### src/rtl/pll_ctrl_pkg.sv
// pll_ctrl_pkg
// Shared definitions for the PLL divider configuration sequencer:
//   - default divider widths and the power-on divide ratio
//   - FSM state encoding (legacy-compatible 3-bit constants)
//   - counter width helper sized so a counter can hold its terminal value
package pll_ctrl_pkg;

   localparam int unsigned P_W_DEF   = 6;
   localparam int unsigned N_W_DEF   = 8;
   localparam int unsigned RATIO_DEF = 1;

   localparam logic [2:0] ST_IDLE    = 3'd0;
   localparam logic [2:0] ST_LOAD    = 3'd1;
   localparam logic [2:0] ST_SETTLE  = 3'd2;
   localparam logic [2:0] ST_ACQUIRE = 3'd3;
   localparam logic [2:0] ST_LOCKED  = 3'd4;
   localparam logic [2:0] ST_FAIL    = 3'd5;

   // Bits needed to hold values 0..max_val inclusive.
   function automatic int unsigned cnt_w(input int unsigned max_val);
      return (max_val < 32'd2) ? 32'd1 : $clog2(max_val + 32'd1);
   endfunction

endpackage

### src/rtl/ref_div_counter.sv
// ref_div_counter
// Programmable divide-by-N enable generator. Holds the applied ratio and a
// phase counter running 0..ratio-1; ref_en is high for the cycle in which the
// counter sits at ratio-1. A load pulse applies ratio_in (0 treated as 1) and
// forces the counter to 0, so the new ratio starts a fresh period on the
// following cycle.
// Ports:
//   clk, rst_n   clock, asynchronous active-low reset
//   load         apply ratio_in and restart the period
//   ratio_in     ratio to apply on load
//   ratio        currently applied ratio (registered)
//   ref_en       one-cycle pulse every ratio cycles (registered)
module ref_div_counter
   import pll_ctrl_pkg::*;
#(
   parameter int unsigned W = P_W_DEF
) (
   input  logic         clk,
   input  logic         rst_n,
   input  logic         load,
   input  logic [W-1:0] ratio_in,
   output logic [W-1:0] ratio,
   output logic         ref_en
);

   logic [W-1:0] cnt;
   logic [W-1:0] cnt_nxt;
   logic [W-1:0] ratio_nxt;

   // Next ratio and phase count; load restarts the period at 0.
   always_comb begin
      ratio_nxt = ratio;
      cnt_nxt   = cnt;
      if (load) begin
         ratio_nxt = (ratio_in == {W{1'b0}}) ? W'(RATIO_DEF) : ratio_in;
         cnt_nxt   = {W{1'b0}};
      end else if (cnt >= (ratio - W'(1))) begin
         cnt_nxt = {W{1'b0}};
      end else begin
         cnt_nxt = cnt + W'(1);
      end
   end

   // ref_en is registered from the next-cycle count so it lines up with cnt.
   always_ff @(posedge clk or negedge rst_n) begin
      if (!rst_n) begin
         ratio  <= W'(RATIO_DEF);
         cnt    <= {W{1'b0}};
         ref_en <= 1'b0;
      end else begin
         ratio  <= ratio_nxt;
         cnt    <= cnt_nxt;
         ref_en <= (cnt_nxt == (ratio_nxt - W'(1)));
      end
   end

endmodule

### src/rtl/pll_div_ctrl.sv
// pll_div_ctrl
// Configuration sequencer for the PLL pre-divider and feedback divider.
// Accepts a new ratio pair over valid/ready, applies it on a reference-enable
// boundary, holds the charge pump/VCO in reset while dividers settle, then
// watches PFD activity to declare lock, with timeout and bounded retry.
// Ports:
//   clk_in, rst_n     clock, asynchronous active-low reset
//   cfg_valid/ready   configuration handshake; cfg_p/cfg_n ratios (0 -> 1)
//   pd_up, pd_dn      PFD pulses, synchronous to clk_in
//   ref_en            divided reference enable (every div_p cycles)
//   div_p, div_n      applied pre-divide / feedback ratios
//   pll_rst_n         active-low reset to charge pump / VCO
//   locked, busy, err lock indication, sequencing in progress, lock failure
module pll_div_ctrl
   import pll_ctrl_pkg::*;
#(
   parameter int unsigned P_W         = P_W_DEF,
   parameter int unsigned N_W         = N_W_DEF,
   parameter int unsigned SETTLE_CYC  = 16,
   parameter int unsigned LOCK_CNT    = 32,
   parameter int unsigned UNLOCK_CNT  = 4,
   parameter int unsigned TIMEOUT_CYC = 4096,
   parameter int unsigned MAX_RETRY   = 3
) (
   input  logic           clk_in,
   input  logic           rst_n,
   input  logic           cfg_valid,
   output logic           cfg_ready,
   input  logic [P_W-1:0] cfg_p,
   input  logic [N_W-1:0] cfg_n,
   input  logic           pd_up,
   input  logic           pd_dn,
   output logic           ref_en,
   output logic [P_W-1:0] div_p,
   output logic [N_W-1:0] div_n,
   output logic           pll_rst_n,
   output logic           locked,
   output logic           busy,
   output logic           err
);

   localparam int unsigned SET_W = cnt_w(SETTLE_CYC);
   localparam int unsigned LCK_W = cnt_w(LOCK_CNT);
   localparam int unsigned TMO_W = cnt_w(TIMEOUT_CYC);
   localparam int unsigned ACT_W = cnt_w(UNLOCK_CNT);
   localparam int unsigned RTY_W = cnt_w(MAX_RETRY);

   logic [2:0]     state,     state_nxt;
   logic [P_W-1:0] pend_p,    pend_p_nxt;
   logic [N_W-1:0] pend_n,    pend_n_nxt;
   logic [N_W-1:0] div_n_nxt;
   logic [SET_W-1:0] set_cnt, set_nxt;
   logic [LCK_W-1:0] quiet,   quiet_nxt, quiet_inc;
   logic [TMO_W-1:0] tmo,     tmo_nxt;
   logic [ACT_W-1:0] act,     act_nxt,   act_inc;
   logic [RTY_W-1:0] retry,   retry_nxt;
   logic           prst_nxt, locked_nxt, err_nxt, busy_nxt, ready_nxt;
   logic           accept, pd_act, load_div;

   assign accept    = cfg_valid & cfg_ready;
   assign pd_act    = pd_up | pd_dn;
   assign quiet_inc = quiet + LCK_W'(1);
   assign act_inc   = act + ACT_W'(1);

   ref_div_counter #(.W(P_W)) u_ref_div (
      .clk      (clk_in),
      .rst_n    (rst_n),
      .load     (load_div),
      .ratio_in (pend_p),
      .ratio    (div_p),
      .ref_en   (ref_en)
   );

   // Sequencer next-state and next-output logic.
   always_comb begin
      state_nxt  = state;
      pend_p_nxt = pend_p;
      pend_n_nxt = pend_n;
      div_n_nxt  = div_n;
      set_nxt    = set_cnt;
      quiet_nxt  = quiet;
      tmo_nxt    = tmo;
      act_nxt    = act;
      retry_nxt  = retry;
      prst_nxt   = pll_rst_n;
      locked_nxt = locked;
      err_nxt    = err;
      load_div   = 1'b0;

      case (state)
         ST_IDLE, ST_FAIL: begin
            state_nxt = state;
         end
         ST_LOAD: begin
            // Switch only on the last cycle of the old period.
            if (ref_en) begin
               load_div  = 1'b1;
               div_n_nxt = pend_n;
               set_nxt   = {SET_W{1'b0}};
               state_nxt = ST_SETTLE;
            end else begin
               state_nxt = ST_LOAD;
            end
         end
         ST_SETTLE: begin
            if (set_cnt == SET_W'(SETTLE_CYC - 1)) begin
               prst_nxt  = 1'b1;
               tmo_nxt   = {TMO_W{1'b0}};
               quiet_nxt = {LCK_W{1'b0}};
               state_nxt = ST_ACQUIRE;
            end else begin
               set_nxt = set_cnt + SET_W'(1);
            end
         end
         ST_ACQUIRE: begin
            quiet_nxt = pd_act ? {LCK_W{1'b0}} : quiet_inc;
            // Lock is tested first so it wins over a coincident timeout.
            if (!pd_act && (quiet_inc == LCK_W'(LOCK_CNT))) begin
               locked_nxt = 1'b1;
               act_nxt    = {ACT_W{1'b0}};
               state_nxt  = ST_LOCKED;
            end else if (tmo == TMO_W'(TIMEOUT_CYC - 1)) begin
               prst_nxt = 1'b0;
               if (retry < RTY_W'(MAX_RETRY)) begin
                  retry_nxt = retry + RTY_W'(1);
                  state_nxt = ST_LOAD;
               end else begin
                  err_nxt   = 1'b1;
                  state_nxt = ST_FAIL;
               end
            end else begin
               tmo_nxt = tmo + TMO_W'(1);
            end
         end
         ST_LOCKED: begin
            if (pd_act && (act_inc == ACT_W'(UNLOCK_CNT))) begin
               locked_nxt = 1'b0;
               tmo_nxt    = {TMO_W{1'b0}};
               quiet_nxt  = {LCK_W{1'b0}};
               act_nxt    = {ACT_W{1'b0}};
               state_nxt  = ST_ACQUIRE;
            end else begin
               act_nxt = pd_act ? act_inc : {ACT_W{1'b0}};
            end
         end
         default: begin
            prst_nxt   = 1'b0;
            locked_nxt = 1'b0;
            state_nxt  = ST_IDLE;
         end
      endcase

      // An accepted configuration overrides whatever the state decided.
      if (accept) begin
         pend_p_nxt = (cfg_p == {P_W{1'b0}}) ? P_W'(RATIO_DEF) : cfg_p;
         pend_n_nxt = (cfg_n == {N_W{1'b0}}) ? N_W'(RATIO_DEF) : cfg_n;
         retry_nxt  = {RTY_W{1'b0}};
         err_nxt    = 1'b0;
         locked_nxt = 1'b0;
         prst_nxt   = 1'b0;
         state_nxt  = ST_LOAD;
      end else begin
         pend_p_nxt = pend_p;
         pend_n_nxt = pend_n;
      end

      busy_nxt  = (state_nxt == ST_LOAD) || (state_nxt == ST_SETTLE) ||
                  (state_nxt == ST_ACQUIRE);
      ready_nxt = (state_nxt == ST_IDLE) || (state_nxt == ST_LOCKED) ||
                  (state_nxt == ST_FAIL);
   end

   // Sequencer state and registered outputs.
   always_ff @(posedge clk_in or negedge rst_n) begin
      if (!rst_n) begin
         state     <= ST_IDLE;
         pend_p    <= P_W'(RATIO_DEF);
         pend_n    <= N_W'(RATIO_DEF);
         div_n     <= N_W'(RATIO_DEF);
         set_cnt   <= {SET_W{1'b0}};
         quiet     <= {LCK_W{1'b0}};
         tmo       <= {TMO_W{1'b0}};
         act       <= {ACT_W{1'b0}};
         retry     <= {RTY_W{1'b0}};
         pll_rst_n <= 1'b0;
         locked    <= 1'b0;
         err       <= 1'b0;
         busy      <= 1'b0;
         cfg_ready <= 1'b0;
      end else begin
         state     <= state_nxt;
         pend_p    <= pend_p_nxt;
         pend_n    <= pend_n_nxt;
         div_n     <= div_n_nxt;
         set_cnt   <= set_nxt;
         quiet     <= quiet_nxt;
         tmo       <= tmo_nxt;
         act       <= act_nxt;
         retry     <= retry_nxt;
         pll_rst_n <= prst_nxt;
         locked    <= locked_nxt;
         err       <= err_nxt;
         busy      <= busy_nxt;
         cfg_ready <= ready_nxt;
      end
   end

endmodule

### config.mk
export PLATFORM = sky130hd
export DESIGN_NAME = pll_div_ctrl
export DESIGN_NICKNAME = d
export VERILOG_FILES = /design/src/rtl/pll_ctrl_pkg.sv /design/src/rtl/ref_div_counter.sv /design/src/rtl/pll_div_ctrl.sv
export SDC_FILE = /design/constraint.sdc
export NUM_CORES = 1
export LEC_CHECK = 0
export BUFFER_PORTS_ARGS = -buffer_cell sky130_fd_sc_hd__buf_2
export CAP_MARGIN = 20
export CORE_MARGIN = 4
export CORE_UTILIZATION = 39
export CTS_CLUSTER_DIAMETER = 100
export CTS_CLUSTER_SIZE = 28
export DETAILED_ROUTE_END_ITERATION = 8
export PLACE_DENSITY_LB_ADDON = 0.15
export SETUP_SLACK_MARGIN = 0.15
export SYNTH_ARGS = -nofsm -noshare
export SYNTH_HDL_FRONTEND = slang
export SYNTH_SLANG_ARGS = --single-unit
### constraint.sdc
create_clock -name clk_in -period 5.07 [get_ports clk_in]
set_clock_uncertainty 0.05 [all_clocks]
set_input_delay 0.7605 -clock clk_in [delete_from_list [all_inputs] [get_ports clk_in]]
set_output_delay 0.7605 -clock clk_in [all_outputs]
set_load 0.1 [all_outputs]
=== After elaboration in Yosys (flattened, before gate mapping) ===
Cells that the tools add are included.

* Flip-flop bits (word level): 72
* Logic and storage cells: 141

* Magnitude comparators: 2
* Add/subtract/negate cells: 8
* Muxes and demuxes: 51
* Reduce and logical (&&, ||, !) cells: 30
* Bitwise logic cells: 2
* Equal/unequal tests: 31

{| class="wikitable"
|+ Operators with widths
! cell !! number
|-
| $mux 13 || 4
|-
| $mux 6 || 8
|-
| $pmux 13 s3 || 1
|-
| $mux 3 || 9
|-
| $pmux 6 s3 || 1
|-
| $ne 2x2->1 const B || 8
|-
| $eq 3x3->1 const B || 5
|-
| $ne 3x3->1 const B || 5
|-
| $pmux 3 s5 || 1
|-
| $mux 1 || 14
|-
| $add 13x1->13 const B || 1
|-
| $eq 13x12->1 const B || 1
|-
| $add 6x1->6 const B || 2
|-
| $eq 3x2->1 const B || 4
|-
| $logic_not 6->1 || 2
|-
| $mux 2 || 6
|-
| $reduce_and 4->1 || 3
|-
| $sub 6x1->6 const B || 2
|-
| $mux 5 || 2
|-
| $pmux 5 s2 || 1
|-
| $reduce_bool 2->1 || 5
|-
| $reduce_and 3->1 || 3
|-
| $logic_not 8->1 || 1
|-
| $mux 8 || 1
|-
| 23 further kinds || 34
|}

=== Logic depth before layout (Yosys ltp) ===
Gate-level depths: netlist of the first run.

* Word-level depth: 9
* Gate-level depth with buffers: 13

=== By module ===
A second synthesis of the first run with hierarchy kept.

* Cells, all modules: 415
* Area total of the unflattened synthesis: 4068.9 sq um

{| class="wikitable"
|+ By module, submodules not included
! module !! area an instance (sq um) !! times used !! cells each !! sequential area each (sq um)
|-
| pll_div_ctrl || 3024.2 || 1 || 317 || 1480.2
|-
| ref_div_counter || 1044.8 || 1 || 98 || 326.6
|}

=== Worst setup path after synthesis of the first run ===
No wires, ideal clock.

* Kind: register -> register
* From: register u_ref_div.ref_en
* To: register u_ref_div.ref_en
* Cell stages (with the launch flop): 12
* Slack: 1.770 ns
* Data required time: 4.924 ns
* Data arrival time: 3.154 ns
* Setup time: 0.096 ns
* Buffers on the path: 3
* Cells stage by stage: dfrtp_1 nor4bb_1 buf_4 buf_2 buf_2 nor2_1 a21oi_1 ha_1 or3_1 o211ai_1 a21oi_1 nor4_2

* Longest elaborated chain between the ends: 5

{| class="wikitable"
|+ Ends and longest elaborated chain
! item !! RTL line !! RTL
|-
| start, declared || ref_div_counter.sv:23 || <nowiki>output logic ref_en</nowiki>
|-
| start signal, assigned || ref_div_counter.sv:53 || <nowiki>ref_en <= (cnt_nxt == (ratio_nxt - W'(1)));</nowiki>
|-
| $mux 1 (*) || pll_div_ctrl.sv:96 || <nowiki>if (ref_en) begin</nowiki>
|-
| $mux 1 (*) || pll_div_ctrl.sv:90 || <nowiki>case (state)</nowiki>
|-
| $mux 6 || ref_div_counter.sv:34 || <nowiki>if (load) begin</nowiki>
|-
| $sub 6x1->6 || ref_div_counter.sv:53 ||
|-
| $eq 6x6->1 (*) || ref_div_counter.sv:53 ||
|}

Every way passes the cells marked *; elsewhere a longest branch is shown, timed or not.
A chain may end at the register's enable or synchronous reset.

=== Final worst setup path of the first run ===
* From: register state[1]
* To: register u_ref_div.ref_en

* Longest elaborated chain between the ends: 5

{| class="wikitable"
|+ Ends and longest elaborated chain
! item !! RTL line !! RTL
|-
| start, declared || pll_div_ctrl.sv:48 || <nowiki>logic [2:0] state, state_nxt;</nowiki>
|-
| start signal, assigned || pll_div_ctrl.sv:191 || <nowiki>state <= state_nxt;</nowiki>
|-
| $eq 3x1->1 || pll_div_ctrl.sv:90 ||
|-
| $mux 1 || pll_div_ctrl.sv:90 ||
|-
| $mux 6 || ref_div_counter.sv:34 ||
|-
| named net u_ref_div.ratio_nxt[0] || ref_div_counter.sv:28 || <nowiki>logic [W-1:0] ratio_nxt;</nowiki>
|-
| $sub 6x1->6 || ref_div_counter.sv:53 ||
|-
| $eq 6x6->1 || ref_div_counter.sv:53 ||
|}

The timed path passes the listed nets, and every way through them passes these cells.

==> results of run 1 <==
[cell families after synthesis]
group | count (synthesis)
AOI/OAI and AO/OA | 71
buffers and inverters | 30
adders and majority gates | 17
and+or+nand+nor | 166
muxes | 14
DFF | 72
xor gates and xnor gates | 29
[critical path, delay by kind of cell, from the launching register on]
family | cells | cell delay [ps]
compound gates | 3 | 390
flops | 1 | 510
buf+inv | 2 | 440
simple gates | 3 | 1350
fa+ha+maj | 1 | 260
[registers in the layout (all words and copies together) (netlist names)]
register and flops:
locked 1, retry 2, u_ref_div.ratio 6, pend_n 8, pend_p 6, state 3
set_cnt 5, u_ref_div.cnt 6, quiet 6, pll_rst_n 1, err 1, tmo 13
act 3, div_n 8, busy 1, u_ref_div.ref_en 1, cfg_ready 1
[final cells by class]
| class | instances | area (um^2) | share of cell area |
|---|---|---|---|
| clock inverter | 7 | 85.08 | 0.01966 |
| timing repair buffer | 39 | 200.2 | 0.04626 |
| tap | 129 | 161.4 | 0.03729 |
| clock buffer | 9 | 123.9 | 0.02862 |
| sequential | 72 | 1807 | 0.4175 |
| inverter | 15 | 56.30 | 0.01301 |
| multi-input combinational | 297 | 1894 | 0.4377 |
[how the worst max path moves through the flow]
stage	start	end	slack, ps	cells past startpoint
floorplan	u_ref_div.ref_en	u_ref_div.ref_en	1770	11
global route	state[1]	u_ref_div.ref_en	1750	9
detailed placement	state[1]	u_ref_div.ref_en	1970	9
finish	state[1]	u_ref_div.ref_en	1970	9
CTS	state[1]	u_ref_div.ref_en	1940	9
global placement	state[1]	u_ref_div.ref_en	2100	9
[layer usage]
layer	part of all wire	vias to the layer above	global-route usage	routed length [um]
met3	0.020	10	0.02709	157
met1	0.50	1376	0.2149	3899
met2	0.47	31	0.2230	3666
met5	0	-	0	0
met4	0.015	0	0.05205	116
li1	-	1458	-	-
[Yosys cell counts, types with 2 or more instances]
library cell,count,area [um^2]
o21ai_1,4,20.02
nor2_1,36,135.1
o311ai_0,2,17.52
a211oi_1,2,15.01
ha_1,17,212.7
nand2b_1,5,31.28
nand4_1,10,62.56
o21a_1,2,15.01
and3_1,8,50.05
dfrtp_1,68,1702
nor3_1,15,75.07
o211ai_1,2,15.01
xor2_1,20,175.2
a22oi_1,2,15.01
nor2b_1,3,18.77
nand3b_1,2,15.01
dfstp_2,4,105.1
or2_2,2,12.51
nand2_1,65,244.0
or3_1,3,18.77
a21oi_1,15,75.07
buf_2,5,25.02
mux2_2,13,146.4
buf_4,2,15.01
nand3_1,8,40.04
o31ai_1,2,15.01
a32o_1,2,20.02
xnor2_1,9,78.83
clkbuf_1,7,26.28
inv_1,14,52.55
a22o_1,2,17.52
o21ai_0,19,95.09
o21bai_1,2,15.01
a31oi_1,3,18.77
a21o_1,3,22.52
[per-stage QoR]
stage          setup WS [ps]  cells  utilization  cell area (um^2)  hold WS (ps)
5_1_grt                 1751    568       0.4618              4328         470.9
4_1_cts                 1940    568       0.4618              4328         432.3
2_1_floorplan           1770    399            -              3820         390.1
3_3_place_gp            2099    552       0.4395              4119         404.9
6_report                1969    568       0.4618              4328         426.8
3_5_place_dp            1973    552       0.4395              4119         409.2
[where the power goes]
group	internal (mW)	leakage (nW)	switching, mW
Sequential	0.574	0.942	0.000283
Clock	0.238	0.100	0.243
Combinational	0.00627	1.07	0.0157
Total	0.818	2.11	0.259
==> out/qor.csv, run 1 <==
stage,metric,value,unit
status,outcome,completed,
layout,most frequent cells in the layout,"68 x dfrtp_1, 65 x nand2_1, 37 x buf_2",
yosys,xor and xnor area share after synthesis,0.06649,
critical_path,Critical Setup Path Class,reg -> reg,
critical_path,Crit Reg-Reg Endpoint,u_ref_div.ref_en,
layout,layout cells sized above 1,0.1913,
yosys,post-synthesis mux area share,0.04094,
sta,max-slew violation count,0,
drt,final WL,7.840,mm
critical_path,"Data required, critical path",5270,ps
global_route,first-pass GRT wire length,13.69,mm
yosys,synth warn,0,
critical_path,FF-to-FF Start,state[1],
power,LEAKAGE,2.113,nW
critical_path,Critical Path Max Stage Delay,750,ps
floorplan,IO Count,39,
yosys,"FFs w/ async S/R, synth",1.000,
yosys,cell area after synthesis,3820,um^2
clocking,# clock sinks,72,
yosys,Synth Area in Compound Gates,0.1225,
yosys,dominant synthesized flop cell,dfrtp_1,
floorplan,die area,11440,um^2
floorplan,core area,9371,um^2
yosys,main combinational cell family by area after synthesis,simple AND/OR/NAND/NOR gates,
power,Total Power,1.077,mW
clocking,CTS tree,built,
floorplan,Die Y-Extent,107.0,um
clocking,PostCTS Resize Cnt,0,
sta,Final Critical Period,3101,ps
drt,Post-route DRC,0,
flow_run,count of maximum capacitance violations,0,
placement,HPWL after DPL,5.630,mm
drt,routed via count,2875,
drt,Starting DRT DRC Count,118,
critical_path,Critical Path AT,3300,ps
sta,final setup vio count,0,
clocking,Clock Latency Late Sink,340,ps
clocking,Num CTS Buffers,9,
yosys,adder-cell share of the synthesized area,0.05568,
critical_path,Crit Path Max Fanout,15,
layout,# diodes,0,
drt,number of routed nets with antenna violations,0,
floorplan,Site Rows,35,
yosys,syn_nets,435,
critical_path,CP Launch Type,register,
floorplan,Die Wd,107.0,um
global_route,pin count of the biggest net entering global routing,73,
sta,setup TNS,0,ps
drt,Avg WL per Cell,13.80,um
layout,Nets,470,
clocking,H-tree levels,3,
placement,Port Buffers,38,
yosys,post-synthesis simple-gate area fraction,0.2064,
critical_path,Worst R2R Path Depth,9,
yosys,"EDFF count, synth",0,
sta,worst-margin pin slew,1064,ps
yosys,flop and latch count out of synthesis,72,
drt,Vias per Instance,5.062,
sta,Final period util,0.6117,
critical_path,flop2flop setup slack,1970,ps
layout,Area Overhead vs Synth,13.30,%
clocking,"Clk pin slew, worst setup/hold paths",90,ps
min_path,Worst Hold Class,reg -> reg,
min_path,Worst Hold End,pend_n[5],
clocking,clock root buffer,clkbuf_8,
drt,First-pass DRT Iterations,4,
sta,Final Hold Vio Count,0,
sta,RSZ-0062 raised after global routing,false,
global_route,Global Route Usage Sum,0.1485,
sta,Worst slew margin,0.2907,
placement,GP Congestion,0.8426,
critical_path,CP Cell Sequence,nor4bb_4 > buf_4 > a21oi_2 > inv_1 > ha_1 > or3_1 > o211ai_1 > a21oi_1 > nor4_2,
power,Worst VDD drop,0.1594,mV
layout,"most common cell after layout, fill and taps aside",dfrtp_1,
yosys,count of cell types in the netlist,56,
critical_path,Slowest cell on crit path,nor4bb_4,
clocking,CTS max path bufs,2,
min_path,hold_sp,pend_n[5],
floorplan,Starting Density,0.4076,
yosys,sequential cell area fraction in the yosys report,0.4730,
layout,FILL cells,920,
critical_path,Worst Setup End Kind,register,
power,pwr dens,248.9,nW/um^2
yosys,Avg Inst Size Synth,9.574,um^2
global_route,initial antenna violation count,0,
sta,FMAX,322.5,MHz
clocking,CTS Hold Bufs,0,
min_path,Hold Crit Depth,2,
global_route,vias in the first global route,2827,
global_route,Congestion Overflow GR,0,
clocking,post-CTS setup buffers,0,
yosys,cells after synthesis,399,
Note: power is estimated with default switching activity, not from simulation.
==> run 2, diff against run 1 <==
clock period = 3.1 ns   (was 5.07 ns; I/O delays follow)
==> run 2 against run 1 <==
- fmax grew 10%
- combinational power is 75% higher
- clock-buffer cell count is 5 higher
- sequential power increased by 63%
- setup slack got worse by 1700 ps
- total power up 73%
- sequential share of layout area down 1.1 points
- worst hold slack got worse by 380 ps
- cell count up 1.8%
- sequential cell count unchanged
- wire length is 4.3% higher
==> out/qor.csv, run 2 (same netlist as run 1, synthesis figures left out) <==
stage,metric,value,unit
status,outcome,completed,
sta,hold_ws,45.32,ps
drt,First-pass DRT Iterations,4,
critical_path,Bufs and invs on worst path,2,
layout,Top reg by flops,tmo,
power,Clock power frac,0.475,
critical_path,Slowest cell on crit path,dfstp_4,
clocking,CTS max path bufs,2,
power,Combinational Power Share,0.021,
drt,final WL,8.176,mm
clocking,Num CTS Buffers,9,
placement,Port Buffers,38,
clocking,CTS tree,built,
sta,slack of the critical path,280.1,ps
sta,worst-margin pin slew,1063,ps
critical_path,Critical Setup Path Class,reg -> reg,
critical_path,CP Cell Sequence,inv_1 > ha_1 > nand2_1 > xor2_1 > ha_1 > a21o_1 > a211oi_2 > buf_4 > o21ai_2 > nor2_1 > o211ai_1 > nor4_2,
placement,Setup Slack @ Placement,251.5,ps
critical_path,Critical Path Max Stage Delay,630,ps
critical_path,"Data required, critical path",3290,ps
critical_path,Crit Path Max Fanout,6,
critical_path,"most used cell, CP",ha_1,
sta,FMAX,354.6,MHz
floorplan,IO Count,39,
global_route,first-pass GRT wire length,13.82,mm
floorplan,core area,9371,um^2
global_route,vias in the first global route,2833,
drt,Avg WL per Cell,14.15,um
layout,FILL cells,938,
sta,Final period util,0.9096,
sta,final setup vio count,0,
power,Flop pwr share,0.504,
layout,Area Overhead vs Synth,17.03,%
critical_path,Worst Setup End Kind,register,
drt,number of routed nets with antenna violations,0,
layout,register area,1818,um^2
sta,max-slew violation count,0,
clocking,# clock sinks,72,
drt,Vias per Instance,5.093,
clocking,"Clk pin slew, worst setup/hold paths",80,ps
power,LEAKAGE,2.184,nW
power,Psw,0.3718,mW
layout,max reg flops,13,
power,Total Power,1.866,mW
critical_path,Critical Path AT,3010,ps
floorplan,Die Wd,107.0,um
global_route,pin count of the biggest net entering global routing,52,
power,Worst VDD drop,0.2138,mV
layout,Nets,480,
layout,area occupied by multi-input gates,1914,um^2
clocking,clock root buffer,clkbuf_8,
critical_path,"delay-heaviest family, CP",compound AO/OA/AOI/OAI gates,
sta,RSZ-0062 raised after global routing,false,
clocking,H-tree levels,3,
global_route,initial antenna violation count,0,
flow_run,count of maximum capacitance violations,0,
floorplan,die area,11440,um^2
power,switching share of power,0.1992,
global_route,Global Route Usage Sum,0.1520,
clocking,Clock Latency Late Sink,350,ps
drt,Post-route DRC,0,
power,pwr dens,417.4,nW/um^2
layout,"most common cell after layout, fill and taps aside",nand2_1,
critical_path,CP Launch Type,register,
sta,setup TNS,0,ps
drt,Starting DRT DRC Count,106,
sta,Final Hold Vio Count,0,
layout,Finished Core Util,0.4770,
sta,Final Critical Period,2820,ps
layout,biggest regs,"tmo (13), div_n (8), pend_n (8)",
power,P_int,1.494,mW
layout,# diodes,0,
floorplan,Site Rows,35,
placement,GP Congestion,0.8312,
min_path,Worst Hold Class,in -> async,
sta,Worst slew margin,0.2915,
clocking,CTS Hold Bufs,0,
layout,layout cells sized above 1,0.2205,
floorplan,Die Y-Extent,107.0,um
layout,most frequent cells in the layout,"65 x nand2_1, 64 x dfrtp_1, 38 x buf_2",
drt,routed via count,2944,
floorplan,Starting Density,0.4076,
global_route,Congestion Overflow GR,0,
placement,HPWL after DPL,5.818,mm
==> run 2: cell count changes in the layout (fill, tap and decap cells not counted), sizes merged <==
cell / change
bufinv: +1
inv: -4
clkinvlp: -2
buf: +9
o21ai: +1
clkbuf: +5
==> run 2: per-stage QoR <==
| step | area, um^2 | std cells |
|---|---|---|
| 3_3_place_gp | 4178 | 557 |
| 4_1_cts | 4420 | 573 |
| 3_5_place_dp | 4178 | 557 |
| 5_1_grt | 4471 | 578 |
| 2_1_floorplan | 3831 | 399 |
| 6_report | 4471 | 578 |
==> run 2: layout make-up <==
class / instances / area share
inverters: 15 / 0.01259
well taps: 129 / 0.03610
repair buffers: 48 / 0.06213
clock buffers: 14 / 0.04086
clock inverters: 2 / 0.01343
flip-flops and latches: 72 / 0.4067
multi-input cells: 298 / 0.4282
==> run 2: power by group through the flow <==
stage | sequential (mW) | clock (mW) | combinational (mW)
finish | 0.940 | 0.887 | 0.0386
global route | 0.940 | 0.951 | 0.0454
CTS | 0.940 | 0.916 | 0.0410
detailed placement | 0.958 | 0 | 0.0408
global placement | 0.958 | 0 | 0.0412
floorplan | 0.958 | 0 | 0.00347
==> run 2: worst paths after layout <==
| check | from | to | slack, ps | cells after the start |
|---|---|---|---|---|
| max in group asynchronous | rst_n | u_ref_div.ratio[0] | 2270 | 2 |
| hold reg to reg | pend_n[7] | pend_n[7] | 430 | 2 |
| setup reg to reg | u_ref_div.ratio[0] | u_ref_div.ref_en | 280 | 12 |
| setup / recovery | u_ref_div.ratio[0] | u_ref_div.ref_en | 280 | 12 |
| hold / removal | rst_n | set_cnt[4] | 50 | 1 |
| min in group clk_in | cfg_n[7] | pend_n[7] | 270 | 3 |
==> run 2: what timing repair did <==
action / 4_1_cts / 5_1_grt
buffers inserted: 0 / 4
gates resized for setup: 0 / 4
setup endpoints to repair: 0 / 1
==> run 2: routing by layer <==
metal  track usage  wire [um]  vias to the layer above
li1              -          -                     1483
met1        0.2008       3888                     1404
met2        0.2415       3874                       47
met3       0.03853        286                       10
met4       0.05571        126                        0
met5             0          0                        -
